[src/rtl/dmem_arb_pkg.sv]
// Shared types and constants for the data-memory arbiter.
package dmem_arb_pkg;

  localparam int unsigned CNT_W = 4;

  typedef enum logic [1:0] {
    IDLE   = 2'd0,
    ACCESS = 2'd1,
    RESP   = 2'd2
  } state_e;

  typedef logic port_id_t;

  localparam port_id_t PORT_CPU = 1'b0;
  localparam port_id_t PORT_LD  = 1'b1;

endpackage

[src/rtl/dmem_arb_pick.sv]
// Combinational winner select between CPU and loader requests.
// DMEM_ARB_RR_EN selects round-robin on ties; otherwise CPU has fixed priority.
module dmem_arb_pick
  import dmem_arb_pkg::*;
(
  input  logic     cpu_req_i,
  input  logic     ld_req_i,
`ifdef DMEM_ARB_RR_EN
  input  port_id_t last_grant_i,
`endif
  output logic     win_vld_c_o,
  output port_id_t win_id_c_o
);

  always_comb begin
    win_vld_c_o = cpu_req_i | ld_req_i;
    win_id_c_o  = PORT_CPU;
    if (cpu_req_i && ld_req_i) begin
`ifdef DMEM_ARB_RR_EN
      // On a tie the port that lost last time wins.
      win_id_c_o = (last_grant_i == PORT_CPU) ? PORT_LD : PORT_CPU;
`else
      win_id_c_o = PORT_CPU;
`endif
    end else if (ld_req_i) begin
      win_id_c_o = PORT_LD;
    end
  end

endmodule

[src/rtl/dmem_arbiter.sv]
// Single-port data memory arbiter/sequencer for CPU MEM stage and loader.
// Build option: define DMEM_ARB_RR_EN for round-robin tie-breaking (default: CPU priority).
module dmem_arbiter
  import dmem_arb_pkg::*;
#(
  parameter int unsigned ADDR_W      = 32,
  parameter int unsigned DATA_W      = 32,
  parameter int unsigned WAIT_CYCLES = 1
) (
  input  logic              clk,
  input  logic              rst,
  input  logic              i_cpu_req,
  input  logic              i_cpu_we,
  input  logic [ADDR_W-1:0] i_cpu_addr,
  input  logic [DATA_W-1:0] i_cpu_wData,
  output logic [DATA_W-1:0] o_cpu_rData,
  output logic              o_cpu_ack,
  output logic              o_cpu_stall,
  input  logic              i_ld_req,
  input  logic              i_ld_we,
  input  logic [ADDR_W-1:0] i_ld_addr,
  input  logic [DATA_W-1:0] i_ld_wData,
  output logic [DATA_W-1:0] o_ld_rData,
  output logic              o_ld_ack,
  output logic              o_DMem_we,
  output logic [ADDR_W-1:0] o_DMem_addr,
  output logic [DATA_W-1:0] o_DMem_wData,
  input  logic [DATA_W-1:0] i_DMem_rData
);

  if (WAIT_CYCLES > 15) begin : g_bad_wait
    $error("dmem_arbiter: WAIT_CYCLES must be in 0..15");
  end

  localparam logic [CNT_W-1:0] WAIT_CNT = CNT_W'(WAIT_CYCLES);

  state_e              state_q, state_d;
  logic [CNT_W-1:0]    cnt_q, cnt_d;
  port_id_t            id_q, id_d;
  logic                we_q, we_d;
  logic [ADDR_W-1:0]   addr_q, addr_d;
  logic [DATA_W-1:0]   wdata_q, wdata_d;
  logic                wstb_q, wstb_d;
  logic                cpu_ack_q, cpu_ack_d;
  logic                ld_ack_q, ld_ack_d;
  logic [DATA_W-1:0]   cpu_rdata_q, cpu_rdata_d;
  logic [DATA_W-1:0]   ld_rdata_q, ld_rdata_d;
  logic                win_vld;
  port_id_t            win_id;
`ifdef DMEM_ARB_RR_EN
  port_id_t            last_grant_q, last_grant_d;
`endif

  dmem_arb_pick u_pick (
    .cpu_req_i    (i_cpu_req),
    .ld_req_i     (i_ld_req),
`ifdef DMEM_ARB_RR_EN
    .last_grant_i (last_grant_q),
`endif
    .win_vld_c_o  (win_vld),
    .win_id_c_o   (win_id)
  );

  // State and datapath registers.
  always_ff @(posedge clk) begin
    if (rst) begin
      state_q     <= IDLE;
      cnt_q       <= '0;
      id_q        <= PORT_CPU;
      we_q        <= 1'b0;
      addr_q      <= '0;
      wdata_q     <= '0;
      wstb_q      <= 1'b0;
      cpu_ack_q   <= 1'b0;
      ld_ack_q    <= 1'b0;
      cpu_rdata_q <= '0;
      ld_rdata_q  <= '0;
`ifdef DMEM_ARB_RR_EN
      last_grant_q <= PORT_LD;
`endif
    end else begin
      state_q     <= state_d;
      cnt_q       <= cnt_d;
      id_q        <= id_d;
      we_q        <= we_d;
      addr_q      <= addr_d;
      wdata_q     <= wdata_d;
      wstb_q      <= wstb_d;
      cpu_ack_q   <= cpu_ack_d;
      ld_ack_q    <= ld_ack_d;
      cpu_rdata_q <= cpu_rdata_d;
      ld_rdata_q  <= ld_rdata_d;
`ifdef DMEM_ARB_RR_EN
      last_grant_q <= last_grant_d;
`endif
    end
  end

  // Next-state and datapath updates.
  always_comb begin
    state_d     = state_q;
    cnt_d       = cnt_q;
    id_d        = id_q;
    we_d        = we_q;
    addr_d      = addr_q;
    wdata_d     = wdata_q;
    wstb_d      = 1'b0;
    cpu_ack_d   = 1'b0;
    ld_ack_d    = 1'b0;
    cpu_rdata_d = cpu_rdata_q;
    ld_rdata_d  = ld_rdata_q;
`ifdef DMEM_ARB_RR_EN
    last_grant_d = last_grant_q;
`endif
    unique case (state_q)
      IDLE: begin
        if (win_vld) begin
          id_d    = win_id;
          we_d    = (win_id == PORT_LD) ? i_ld_we     : i_cpu_we;
          addr_d  = (win_id == PORT_LD) ? i_ld_addr   : i_cpu_addr;
          wdata_d = (win_id == PORT_LD) ? i_ld_wData  : i_cpu_wData;
          // Strobe is registered so it lands in the first ACCESS cycle only.
          wstb_d  = (win_id == PORT_LD) ? i_ld_we     : i_cpu_we;
          cnt_d   = WAIT_CNT;
          state_d = ACCESS;
`ifdef DMEM_ARB_RR_EN
          last_grant_d = win_id;
`endif
        end
      end
      ACCESS: begin
        if (cnt_q != '0) begin
          cnt_d = cnt_q - CNT_W'(1);
        end else begin
          state_d = RESP;
          if (id_q == PORT_CPU) begin
            cpu_rdata_d = i_DMem_rData;
            cpu_ack_d   = 1'b1;
          end else begin
            ld_rdata_d = i_DMem_rData;
            ld_ack_d   = 1'b1;
          end
        end
      end
      RESP: begin
        state_d = IDLE;
      end
      default: begin
        state_d = IDLE;
      end
    endcase
  end

  // Reset in the strobe cycle must keep the write from reaching memory.
  assign o_DMem_we    = wstb_q & ~rst;
  assign o_DMem_addr  = addr_q;
  assign o_DMem_wData = wdata_q;
  assign o_cpu_ack    = cpu_ack_q;
  assign o_ld_ack     = ld_ack_q;
  assign o_cpu_rData  = cpu_rdata_q;
  assign o_ld_rData   = ld_rdata_q;
  assign o_cpu_stall  = i_cpu_req & ~cpu_ack_q;

endmodule

[config.mk]
export PLATFORM = sky130hd
export DESIGN_NAME = dmem_arbiter
export DESIGN_NICKNAME = d
export VERILOG_FILES = /design/src/rtl/dmem_arb_pkg.sv /design/src/rtl/dmem_arb_pick.sv /design/src/rtl/dmem_arbiter.sv
export SDC_FILE = /design/constraint.sdc
export NUM_CORES = 1
export LEC_CHECK = 0
export ABC_CLOCK_PERIOD_IN_PS = 2400
export CORE_MARGIN = 2
export CORE_UTILIZATION = 35
export DETAILED_ROUTE_END_ITERATION = 10
export PLACE_DENSITY = 0.7
export SETUP_SLACK_MARGIN = 0.1
export SLEW_MARGIN = 20
export SYNTH_ARGS = -nofsm -noshare
export SYNTH_HDL_FRONTEND = slang
export SYNTH_SLANG_ARGS = --single-unit
[constraint.sdc]
create_clock -name clk -period 2.4 [get_ports clk]
set_input_delay 0.48 -clock clk [delete_from_list [all_inputs] [get_ports clk]]
set_output_delay 0.48 -clock clk [all_outputs]
set_load 0.01 [all_outputs]
==> results.cfg, run 1 <==
[timing]
relSlewSlack = 0.730
final_period_minus_worst_setup_slack_ns = 2.12
setup-violations-final = 0
max_freq_ghz = 0.473
worst_slack_ns = 0.284
final-max-slew-violation-count = 0
grt_setup_unrepaired = false
fin_skew_ns = 0.00667
worst_slew_pin_tran_ns = 0.405
fin_crit_sh = 0.882
totalNegativeSetupSlack_ns = 0
timing_hold_violations_final = 0

[global_route]
globalRouteTotalUtil = 0.190
grt_pass1_wl_microns = 24700
grt_start_max_net_pins = 66
antenna_found_initial = 0
via_count_of_the_first_global_routing_pass = 4714
grt-ovfl-total = 0

[detailed_routing]
via_count = 4894
detailedRoute.firstIterationViolations = 178
top_layer = met4
detailroute.wirelength.met2_microns = 8940
dr_wl_met3_microns = 903
antenna_left = 0
detailedRoute.firstPassIterationCount = 4
postRouteWirelength_microns = 16900
wl_met1_microns = 6610
post-route-drc-count = 0
avgViaCountPerCell = 4.77
post_drt_wl_per_cell_microns = 16.5

[outcome]
run_status = completed

[clocking]
cts_max_level = 4
clockBufferDepth = 2
post_cts_buffers = 0
cts-resized-gates = 0
cts_buffers = 17
clk_root_buffer_cell = clkbuf_16
clk_sink_count = 138
worst_skew_pair.late_latency_ns = 0.42
cts_tree = done
path_clk_slew_ns = 0.06
ctsHoldBuffers = 0

[worst_setup_path]
slowest_library_cell_on_the_worst_path = clkdlybuf4s50_1
critical-path-top-delay-family = buffers and inverters
cp.arrival_ns = 1.64
crit_fanout = 2
setup.worst_path.start_class = input pin
required_ns = 1.92
cpPeakStageDelay_ns = 0.54
path_class = input pin to output port
cp_cell_sequence = clkdlybuf4s50_1, nor2b_1, clkdlybuf4s50_1
cp_common_cell = clkdlybuf4s50_1
cp-end-kind = output port
worst-path-buf-inv = 2

[synthesis]
asyncSetResetFlopFracSynth = 0
ys_seq_elements = 138
number_of_flops_mapped_to_enable_cells_by_yosys = 0
ys_warn_count = 0
mapped_nets = 676
seq_area_frac_synth = 0.496
number_of_distinct_standard_cells_referenced_by_the_synthesized_netlist = 35
syn_area_sq_mm = 0.00557
postSynthAreaPerCell_sq_um = 10.9
synthCells = 509
yosys_most_used_dff = dfxtp_1

[floorplanning]
placementRows = 46
dieArea_sq_mm = 0.0169
io_pins = 298
dieWidth_microns = 130
chipHeight_microns = 130
floorplan.initialDensity = 0.354
core-area_sq_mm = 0.0157

[finish]
nFillCells = 1337
layoutNonFillerInstCount = 1025
final_common_cell = clkdlybuf4s50_1
num_antenna_cells = 0
area_delta_synth_final_pct = 67.7
seq_area_sq_mm = 0.00276
drive_above_1_share = 0.0643
commonest_cells_after_routing_fill_and_taps_aside = clkdlybuf4s50_1 (297), dfxtp_1 (138), mux2i_1 (129), nand2_1 (97), o2bb2ai_1 (64)
finish.instance_area_sq_mm = 0.00933
final_net_count = 963
multi_input_comb_area_sq_mm = 0.00251

[job]
maxCapViolations = 0

[pwr]
power.density_mw_per_mm2 = 712
total_power_w = 0.00664
max-vdd-ir-drop_uv = 482
total_leakage_power_nw = 3.60

[placement]
place_congestion = 0.805
detailed_place_hpwl_microns = 12600
io_buffer_count = 297
place_worst_setup_slack_ns = 0.276
postPlaceCellArea_sq_mm = 0.00869
post-place-cells = 993

[worst_hold_path]
holdCritPathClass = flip-flop to flip-flop
-- tightest hold or removal path, cell delays in order (launching register included) --
cell and delay [ns]:
dfxtp_1 0.31, nand2_1 0.05, mux2i_1 0.05
-- per-stage QoR --
step           hold WS, ns   util
2_1_floorplan        0.454      -
3_3_place_gp         0.442  0.553
3_5_place_dp         0.447  0.553
4_1_cts              0.459  0.594
5_1_grt              0.479  0.594
6_report             0.458  0.594
-- synthesized netlist by cell type, types with 2 or more instances --
| cell type | count | area [sq um] |
|---|---|---|
| dfxtp_1 | 138 | 2760 |
| buf_2 | 15 | 75.1 |
| or3_1 | 2 | 12.5 |
| buf_6 | 8 | 90.1 |
| inv_1 | 3 | 11.3 |
| mux2i_1 | 129 | 1290 |
| nand2_1 | 97 | 364 |
| a21oi_1 | 4 | 20.0 |
| o2bb2ai_1 | 64 | 561 |
| nand3_1 | 2 | 10.0 |
| o221ai_1 | 2 | 17.5 |
| nor2_1 | 4 | 15.0 |
| clkbuf_1 | 9 | 33.8 |
| buf_12 | 3 | 60.1 |
| nor2b_1 | 3 | 18.8 |
| buf_4 | 6 | 45.0 |
| o21ai_0 | 2 | 10.0 |
-- kinds of logic after synthesis --
| logic type | synth area share |
|---|---|
| AO/OA/AOI/OAI | 0.115 |
| flip-flops | 0.496 |
| buffers and inverters | 0.0573 |
| adder cells (fa/ha/maj) | 0.00225 |
| AND/OR/NAND/NOR | 0.0976 |
| multiplexers | 0.232 |
-- area by class of cell --
cell class | instances | area share
Clock buffer | 21 | 0.0504
Clock inverter | 11 | 0.0180
Inverter | 4 | 0.00161
Multi-Input combinational cell | 326 | 0.269
Sequential cell | 138 | 0.296
Tap cell | 216 | 0.0290
Timing Repair Buffer | 309 | 0.336
-- sequential cells by signal, summed over array words and instances, names as in the netlist --
name and count:
o_DMem_wData 32, o_ld_rData 32, o_cpu_ack 1, o_cpu_rData 32, cnt_q 4, state_q 2
o_DMem_addr 32, wstb_q 1, o_ld_ack 1, id_q 1
-- path summary, 6_finish.rpt --
kind | start | end | slack, ns | depth (start not counted)
hold / removal | o_cpu_rData[10] | o_cpu_rData[10] | 0.46 | 2
setup reg to reg | cnt_q[0] | o_ld_rData[0] | 0.77 | 6
setup / recovery | i_cpu_req | o_cpu_stall | 0.28 | 3
hold reg to reg | o_cpu_rData[10] | o_cpu_rData[10] | 0.46 | 2
-- where the power goes --
group | total [W] | switching, W | leakage [nW] | internal (W)
Clock | 0.00280 | 0.000976 | 0.309 | 0.00182
Combinational | 0.00126 | 0.000515 | 2.16 | 0.000744
Sequential | 0.00259 | 0.000109 | 1.13 | 0.00248
-- layer usage --
metal,up-vias,GRT usage
li1,2387,-
met1,2337,0.217
met2,138,0.336
met3,32,0.0533
met4,0,0.0784
met5,-,0
Note: power is estimated with default switching activity, not from simulation.
==> inputs of run 2 (changes only) <==
CELL_PAD_IN_SITES_DETAIL_PLACEMENT = 1   (was default)
CELL_PAD_IN_SITES_GLOBAL_PLACEMENT = 2   (was default)
CORE_UTILIZATION = 24   (was 35)
GPL_ROUTABILITY_DRIVEN = 0   (was default)
PLACE_DENSITY = 0.81   (was 0.7)
==> run 2 against run 1 <==
Sequential share of layout area fell by 0.16 points. Design area is 0.55% higher. Global-route usage shrank 3.7 points. Register-to-register slack worse by 0.02 ns. Clock skew up 0.0049 ns. Critical endpoint unchanged. Largest cell class unchanged. Critical path depth stayed put. Non-clock buffer count is 1 lower. Fmax decreased by 0.38%. Sequential cell count stayed put. Routed wire length grew 14%. Count of clock-buffer cells in the layout is 1 lower. Via count fell by 0.65%. Critical path type unchanged.
==> results.cfg, run 2 (synthesis results as in run 1) <==
[finish]
num_antenna_cells = 0
final_common_cell = clkdlybuf4s50_1
final_net_count = 962
drive_above_1_share = 0.0619
area_delta_synth_final_pct = 68.6
commonest_cells_after_routing_fill_and_taps_aside = clkdlybuf4s50_1 (297), dfxtp_1 (138), mux2i_1 (129), nand2_1 (97), o2bb2ai_1 (64)

[detailed_routing]
post_drt_wl_per_cell_microns = 17.6
antenna_left = 0
avgViaCountPerCell = 4.45
detailedRoute.firstIterationViolations = 191
detailedRoute.firstPassIterationCount = 4
post-route-drc-count = 0
postRouteWirelength_microns = 19300
via_count = 4862

[pwr]
total_leakage_power_nw = 3.57
max-vdd-ir-drop_uv = 409
total_power_w = 0.00659
power.density_mw_per_mm2 = 702

[timing]
timing_hold_violations_final = 0
final_period_minus_worst_setup_slack_ns = 2.12
fin_skew_ns = 0.0116
fin_crit_sh = 0.885
totalNegativeSetupSlack_ns = 0
final-max-slew-violation-count = 0
setup-violations-final = 0
worst_slew_pin_tran_ns = 0.384
grt_setup_unrepaired = false
max_freq_ghz = 0.471
relSlewSlack = 0.744
worst_slack_ns = 0.276

[floorplanning]
chipHeight_microns = 156
floorplan.initialDensity = 0.245
dieWidth_microns = 156
core-area_sq_mm = 0.0227
placementRows = 55
io_pins = 298
dieArea_sq_mm = 0.0244

[clocking]
clk_root_buffer_cell = clkbuf_16
post_cts_buffers = 0
ctsHoldBuffers = 0
path_clk_slew_ns = 0.06
cts_max_level = 4
worst_skew_pair.late_latency_ns = 0.42
cts_tree = done
clk_sink_count = 138
clockBufferDepth = 2
cts_buffers = 17
cts-resized-gates = 0

[worst_setup_path]
required_ns = 1.92
path_class = input pin to output port
cp.arrival_ns = 1.64
setup.worst_path.start_class = input pin
r2r_end = o_ld_rData[28]
crit_fanout = 2
rr_startpoint = cnt_q[0]
timing.reg2reg.worst_path_depth = 6
slowest_library_cell_on_the_worst_path = clkdlybuf4s50_1
worstSetupEndpoint = o_cpu_stall
cp_cell_sequence = clkdlybuf4s50_1, nor2b_1, clkdlybuf4s50_1
cp-end-kind = output port
regToRegSetupSlack_ns = 0.75
cp_common_cell = clkdlybuf4s50_1
cpPeakStageDelay_ns = 0.54
startpoint = i_cpu_req

[global_route]
grt-ovfl-total = 0
globalRouteTotalUtil = 0.154
via_count_of_the_first_global_routing_pass = 4997
antenna_found_initial = 0
grt_start_max_net_pins = 66
grt_pass1_wl_microns = 28800

[outcome]
run_status = completed

[placement]
detailed_place_hpwl_microns = 14100
io_buffer_count = 297
place_worst_setup_slack_ns = 0.281

[job]
maxCapViolations = 0

[worst_hold_path]
worst_hold_path.num_cells = 2
holdCritPathClass = flip-flop to flip-flop
-- run 2: area by class of cell --
type                            instances  area, sq um
Inverter                                4         15.0
Clock buffer                           20          447
Timing Repair Buffer                  308         3130
Fill cell                            2507        13300
Tap cell                              285          357
Clock inverter                         12          164
Multi-Input combinational cell        326         2510
Sequential cell                       138         2760
-- run 2: routing by layer --
| layer | track usage | vias to the layer above | routed length, microns | share of wire |
|---|---|---|---|---|
| li1 | - | 2380 | - | - |
| met1 | 0.188 | 2354 | 8230 | 0.43 |
| met2 | 0.267 | 111 | 9900 | 0.51 |
| met3 | 0.0335 | 17 | 811 | 0.042 |
| met4 | 0.0537 | 0 | 341 | 0.018 |
| met5 | 0 | - | 0 | 0 |
-- run 2: through the flow --
step                      hold WS, ns  cell area [sq um]   util  instances
final                           0.456               9380  0.413       1093
after global routing            0.479               9380  0.413       1093
after CTS                       0.459               9380  0.413       1093
after detailed placement        0.445               8770  0.386       1061
after global placement          0.443               8770  0.386       1061
after floorplan                 0.454               5570      -        509
-- run 2: report_power, final --
group	total (W)	internal (W)	leakage, nW	switching, W
sequential	0.00258	0.00248	1.13	0.000103
combinational	0.00127	0.000743	2.16	0.000526
clock	0.00274	0.00168	0.284	0.00106
total	0.00659	0.00490	3.57	0.00169
-- run 2: how the worst min path moves through the flow --
stage,from,end
3_3_place_gp,o_cpu_rData[18],o_cpu_rData[18]
4_1_cts,o_cpu_rData[12],o_cpu_rData[12]
5_1_grt,o_DMem_wData[13],o_DMem_wData[13]
6_report,o_ld_rData[25],o_ld_rData[25]
3_5_place_dp,o_DMem_addr[27],o_DMem_addr[27]
2_1_floorplan,cnt_q[0],cnt_q[0]
-- run 2: critical path: cells and delay by family --
kind / cells / cell delay [ns]
and+or+nand+nor: 1 / 0.14
buffers and inverters: 2 / 1.02
